$ cat src/rtl/regfile_pkg.sv
// Shared sizing constants for the register file and its write gate.
package regfile_pkg;

  localparam int DATA_W   = 32;
  localparam int ADDR_W   = 5;
  localparam int NUM_REGS = 2 ** ADDR_W;
  localparam logic [ADDR_W-1:0] REG_ZERO = '0;

endpackage

$ cat src/rtl/regfile_wr_gate.sv
// Write qualification for the register file.
// Computes the effective write and the overflow trap, and holds the sticky exception state.
import regfile_pkg::*;

module regfile_wr_gate #(
  parameter int ADDR_W = regfile_pkg::ADDR_W
) (
  input  logic              i_clk,
  input  logic              i_rst,
  input  logic              i_wr_en,
  input  logic [ADDR_W-1:0] i_wr_addr,
  input  logic              i_overflow,
  input  logic              i_ovf_trap,
  input  logic              i_exc_clr,
  output logic              o_we_eff,
  output logic              o_ovf_exc,
  output logic [ADDR_W-1:0] o_exc_addr
);

  logic              r_ovf_exc;
  logic [ADDR_W-1:0] r_exc_addr;
  logic              w_trap;
  logic              w_ovf_hit;

  assign w_ovf_hit = i_overflow & i_ovf_trap;
  // Address 0 destinations still trap; only the data write is discarded for them.
  assign w_trap    = i_wr_en & w_ovf_hit & ~r_ovf_exc;
  assign o_we_eff  = i_wr_en & (i_wr_addr != ADDR_W'(0)) & ~w_ovf_hit & ~r_ovf_exc;

  always_ff @(posedge i_clk) begin
    if (i_rst) begin
      r_ovf_exc  <= 1'b0;
      r_exc_addr <= '0;
    end else if (w_trap) begin
      r_ovf_exc  <= 1'b1;
      r_exc_addr <= i_wr_addr;
    end else if (i_exc_clr && r_ovf_exc) begin
      r_ovf_exc  <= 1'b0;
    end
  end

  assign o_ovf_exc  = r_ovf_exc;
  assign o_exc_addr = r_exc_addr;

endmodule

$ cat src/rtl/register_file.sv
// Two-read / one-write register file with overflow-trap write suppression.
// Define REGFILE_BYPASS_EN to forward same-cycle write data onto matching read ports.
import regfile_pkg::*;

module register_file #(
  parameter int DATA_W = regfile_pkg::DATA_W,
  parameter int ADDR_W = regfile_pkg::ADDR_W
) (
  input  logic              i_clk,
  input  logic              i_rst,
  input  logic [ADDR_W-1:0] i_rd_addr1,
  input  logic [ADDR_W-1:0] i_rd_addr2,
  output logic [DATA_W-1:0] o_rd_data1,
  output logic [DATA_W-1:0] o_rd_data2,
  input  logic              i_wr_en,
  input  logic [ADDR_W-1:0] i_wr_addr,
  input  logic [DATA_W-1:0] i_wr_data,
  input  logic              i_overflow,
  input  logic              i_ovf_trap,
  input  logic              i_exc_clr,
  output logic              o_ovf_exc,
  output logic [ADDR_W-1:0] o_exc_addr
);

  localparam int NREGS = 2 ** ADDR_W;

  logic [DATA_W-1:0] r_regs [NREGS];
  logic              w_we_eff;

  regfile_wr_gate #(.ADDR_W(ADDR_W)) u_wr_gate (
    .i_clk      (i_clk),
    .i_rst      (i_rst),
    .i_wr_en    (i_wr_en),
    .i_wr_addr  (i_wr_addr),
    .i_overflow (i_overflow),
    .i_ovf_trap (i_ovf_trap),
    .i_exc_clr  (i_exc_clr),
    .o_we_eff   (w_we_eff),
    .o_ovf_exc  (o_ovf_exc),
    .o_exc_addr (o_exc_addr)
  );

  // Entry 0 is held at zero so it can never carry data.
  for (genvar gi = 0; gi < NREGS; gi++) begin : g_reg
    always_ff @(posedge i_clk) begin
      if (i_rst || gi == 0) begin
        r_regs[gi] <= '0;
      end else if (w_we_eff && i_wr_addr == ADDR_W'(gi)) begin
        r_regs[gi] <= i_wr_data;
      end
    end
  end

  always_comb begin
    o_rd_data1 = (i_rd_addr1 == ADDR_W'(0)) ? '0 : r_regs[i_rd_addr1];
    o_rd_data2 = (i_rd_addr2 == ADDR_W'(0)) ? '0 : r_regs[i_rd_addr2];
`ifdef REGFILE_BYPASS_EN
    // w_we_eff already implies a nonzero destination.
    if (w_we_eff && i_rd_addr1 == i_wr_addr) o_rd_data1 = i_wr_data;
    if (w_we_eff && i_rd_addr2 == i_wr_addr) o_rd_data2 = i_wr_data;
`endif
  end

endmodule

$ cat config.mk
export PLATFORM = sky130hd
export DESIGN_NAME = register_file
export DESIGN_NICKNAME = d
export VERILOG_FILES = /design/src/rtl/regfile_pkg.sv /design/src/rtl/regfile_wr_gate.sv /design/src/rtl/register_file.sv
export SDC_FILE = /design/constraint.sdc
export NUM_CORES = 2
export LEC_CHECK = 0
export ABC_CLOCK_PERIOD_IN_PS = 8900
export CELL_PAD_IN_SITES_DETAIL_PLACEMENT = 0
export CELL_PAD_IN_SITES_GLOBAL_PLACEMENT = 1
export CORE_MARGIN = 3
export CORE_UTILIZATION = 55
export DETAILED_ROUTE_END_ITERATION = 8
export DONT_BUFFER_PORTS = 1
export PLACE_DENSITY_LB_ADDON = 0.1
export SLEW_MARGIN = 25
export SYNTH_ARGS = -nofsm -noshare
export SYNTH_HDL_FRONTEND = slang
export SYNTH_HIERARCHICAL = 1
export SYNTH_SLANG_ARGS = --single-unit
$ cat constraint.sdc
create_clock -name i_clk -period 8.9 [get_ports i_clk]
set_input_delay 2.225 -clock i_clk [delete_from_list [all_inputs] [get_ports i_clk]]
set_output_delay 2.225 -clock i_clk [all_outputs]
set_load 0.01 [all_outputs]
==> results.toml <==
[hold_path]
hold_depth = 2
min-delay-start = "u_wr_gate/o_exc_addr[2]$_SDFFE_PP0P_"
min_path_type = "flip-flop to flip-flop"
hold_end = "u_wr_gate/o_exc_addr[2]$_SDFFE_PP0P_"

[sta]
fmax_mhz = 140
whs_ns = 0.527
finalCriticalPeriod_ns = 7.12
timing.final.crit_share_pct = 80.0
worst_pin_slew_ns = 1.10
final.setup.tns_ns = 0
maxSlewHeadroom_pct = 26.4
rsz0062_at_grt = "no"
slew_violations = 0
setup_viol = 0
clock_skew_ns = 0.0232
finalHoldViolations = 0

[routing]
dr.pass1.iters = 6
viasPerCell = 7.12
drt-met1-wl_um = 70900
drtIter0Drc = 5516
vias = 35800
wl_um = 193000
wire_per_inst_um = 38.4
drc = 0
wl_met3_um = 26500
ant_nets = 0
wl_met2_um = 86800
routed.top_layer = "met5"

[cts]
root_buffer = "clkbuf_16"
ctsResizeCount = 0
ctsHtreeMaxLevel = 3
cts.clk_slew.worst_paths_ns = 0.06
clk_path_buf_depth = 3
clock_latency_ns = 0.70
cts_inserted_buffers = 109
post_cts_buffers = 0
cts_tree = "built"
hold_buffers = 0
clock_sinks = 998

[grt]
grt_max_degree = 269
grt_pass1_wl_um = 270000
overflow = 0
grt_usage_pct = 37.7
grt_pass1_vias = 35500
antenna_found_initial = 16

[placed_design]
gp_congestion = 0.890
port_buffers = 0
dp_hpwl_um = 104000

[pwr]
intPower_w = 0.00812
power_density_nw_per_um2 = 182
p_seq_share_pct = 50.6
p_sw_w = 0.00250
vdd_drop_max_mv = 0.168
p_comb_share_pct = 8.4
p_sw_share_pct = 23.5
power_frac_clock_pct = 41.0
p_total_w = 0.0106
p_leak_nw = 21.3

[logic_synthesis]
postSynthAreaPerCell_um2 = 14.0
synth_nets = 3927
synth-compound-area-share_pct = 4.62
synth_area_leader_cell = "edfxtp_1"
synthAdderAreaFrac_pct = 0
yosys.area_share.xor_xnor_pct = 0
synth.mux.area_fraction_pct = 21.0
async_reset_ff_share_pct = 0
synthesis.area_um2 = 54100
ys_ff_latch = 998
ys_seq_area_share_pct = 55.3
synth_cell_types = 56
synth_top_family_by_area = "multiplexers"
netlist_top_cells_area = "edfxtp_1 (55%), mux4_2 (16%), and2_1 (12%)"
yosysWarnings = 6
synth_top_area_share_pct = 55.1
synthCells = 3874
synth-simple-area-share_pct = 15.6
synth_common_cells = "and2_1 (994), edfxtp_1 (992), mux4_2 (389)"
synth-main-ff-cell = "edfxtp_1"
synth-edff-count = 992
synth.most_common_cell = "and2_1"

[floorplanning]
rows = 114
die_h_um = 320
ios = 123
core_area_um2 = 97100
start_util_pct = 55.7
die_x_um = 320
die-area_um2 = 102000

[run]
maxCapViolCount = 0

[critical_path]
cp.required_ns = 6.68
crit_path_start_kind = "input pin"
reg2reg_slack_ns = 5.22
cp-end-kind = "output port"
rr_worst_depth = 7
arrival_ns = 4.89
path_class = "input pin to output port"
r2r_start = "u_wr_gate/o_ovf_exc$_SDFFE_PP0P_"
crit_fanout = 268
regToRegEndpoint = "r_regs[9][18]$_SDFFCE_PN0P_"

[finish]
multi_input_comb_area_um2 = 22800
nets = 3706
register_area_um2 = 29900
final.fill_count = 7381
layout-area-overhead-vs-synth_pct = 8.14
drive_gt1_share_pct = 20.5

[status]
outcome = "complete, no violations"
final cells by class:
cell class / count / share of cell area (%)
diodes: 17 / 0.0728
clock buffers: 137 / 4.92
clock inverters: 61 / 0.785
inverters: 3 / 0.0235
multi-input cells: 2462 / 39.1
flip-flops and latches: 998 / 51.2
well taps: 1276 / 2.73
repair buffers: 79 / 1.24
logic make-up after synthesis:
group | count (synthesis)
compound gates | 359
buf+inv | 414
flops | 998
mux | 636
simple gates | 1467
power groups by stage:
stage	registers, W	logic (W)	clock network, W
5_1_grt	0.00538	0.000912	0.00457
3_5_place_dp	0.00546	0.000872	0
4_1_cts	0.00536	0.000874	0.00436
2_1_floorplan	0.00544	0.000720	0
6_report	0.00537	0.000895	0.00435
3_3_place_gp	0.00545	0.000864	0
sequential cells by signal (all words and copies together), names as in the netlist:
register              count
u_wr_gate/o_ovf_exc       1
u_wr_gate/o_exc_addr      5
r_regs                  992
layer usage:
layer,GRT usage [%],vias up
li1,-,14200
met2,56.6,2771
met5,0,-
met4,16.0,6
met1,51.0,18400
met3,12.1,475
per-stage QoR:
step / cell area, µm² / std cells / util, % / setup slack, ns
CTS: 58400 / 5016 / 60.1 / 2.17
global placement: 54900 / 4811 / 56.5 / 2.23
finish: 58500 / 5033 / 60.2 / 1.78
floorplan: 54100 / 3874 / - / 2.91
global route: 58400 / 5017 / 60.1 / 1.90
detailed placement: 55100 / 4818 / 56.7 / 2.19
worst max-delay path, cell delays in order:
cell      delay [ns]
nor2b_4         0.74
buf_4           0.51
a221oi_1        0.17
o31ai_1         0.87
how the worst max path moves through the flow:
| stage | slack [ns] | from | to | depth (start not counted) |
|---|---|---|---|---|
| 2_1_floorplan | 2.91 | i_rd_addr1[0] | o_rd_data1[22] | 8 |
| 3_3_place_gp | 2.23 | i_rd_addr1[1] | o_rd_data1[27] | 5 |
| 3_5_place_dp | 2.19 | i_rd_addr2[0] | o_rd_data2[4] | 4 |
| 4_1_cts | 2.17 | i_rd_addr2[0] | o_rd_data2[4] | 4 |
| 5_1_grt | 1.90 | i_rd_addr2[0] | o_rd_data2[10] | 4 |
| 6_report | 1.78 | i_rd_addr2[0] | o_rd_data2[4] | 4 |
layout by cell type (no fill, tap or decap), types with 39 or more instances in the layout:
cell       Yosys  final
buf_4         24     72
nand3_1       39     39
mux2i_1      172    172
nor2_1        69     48
mux2_2        73     73
and2_1       994    993
a21oi_1      106    106
nor2b_1       89     86
mux4_2       389    389
a221oi_1      63     63
edfxtp_1     992    992
clkbuf_16      0    111
nor3_1        48     48
nand2_1      180    180
No activity file was read; power rests on OpenSTA's default activity.
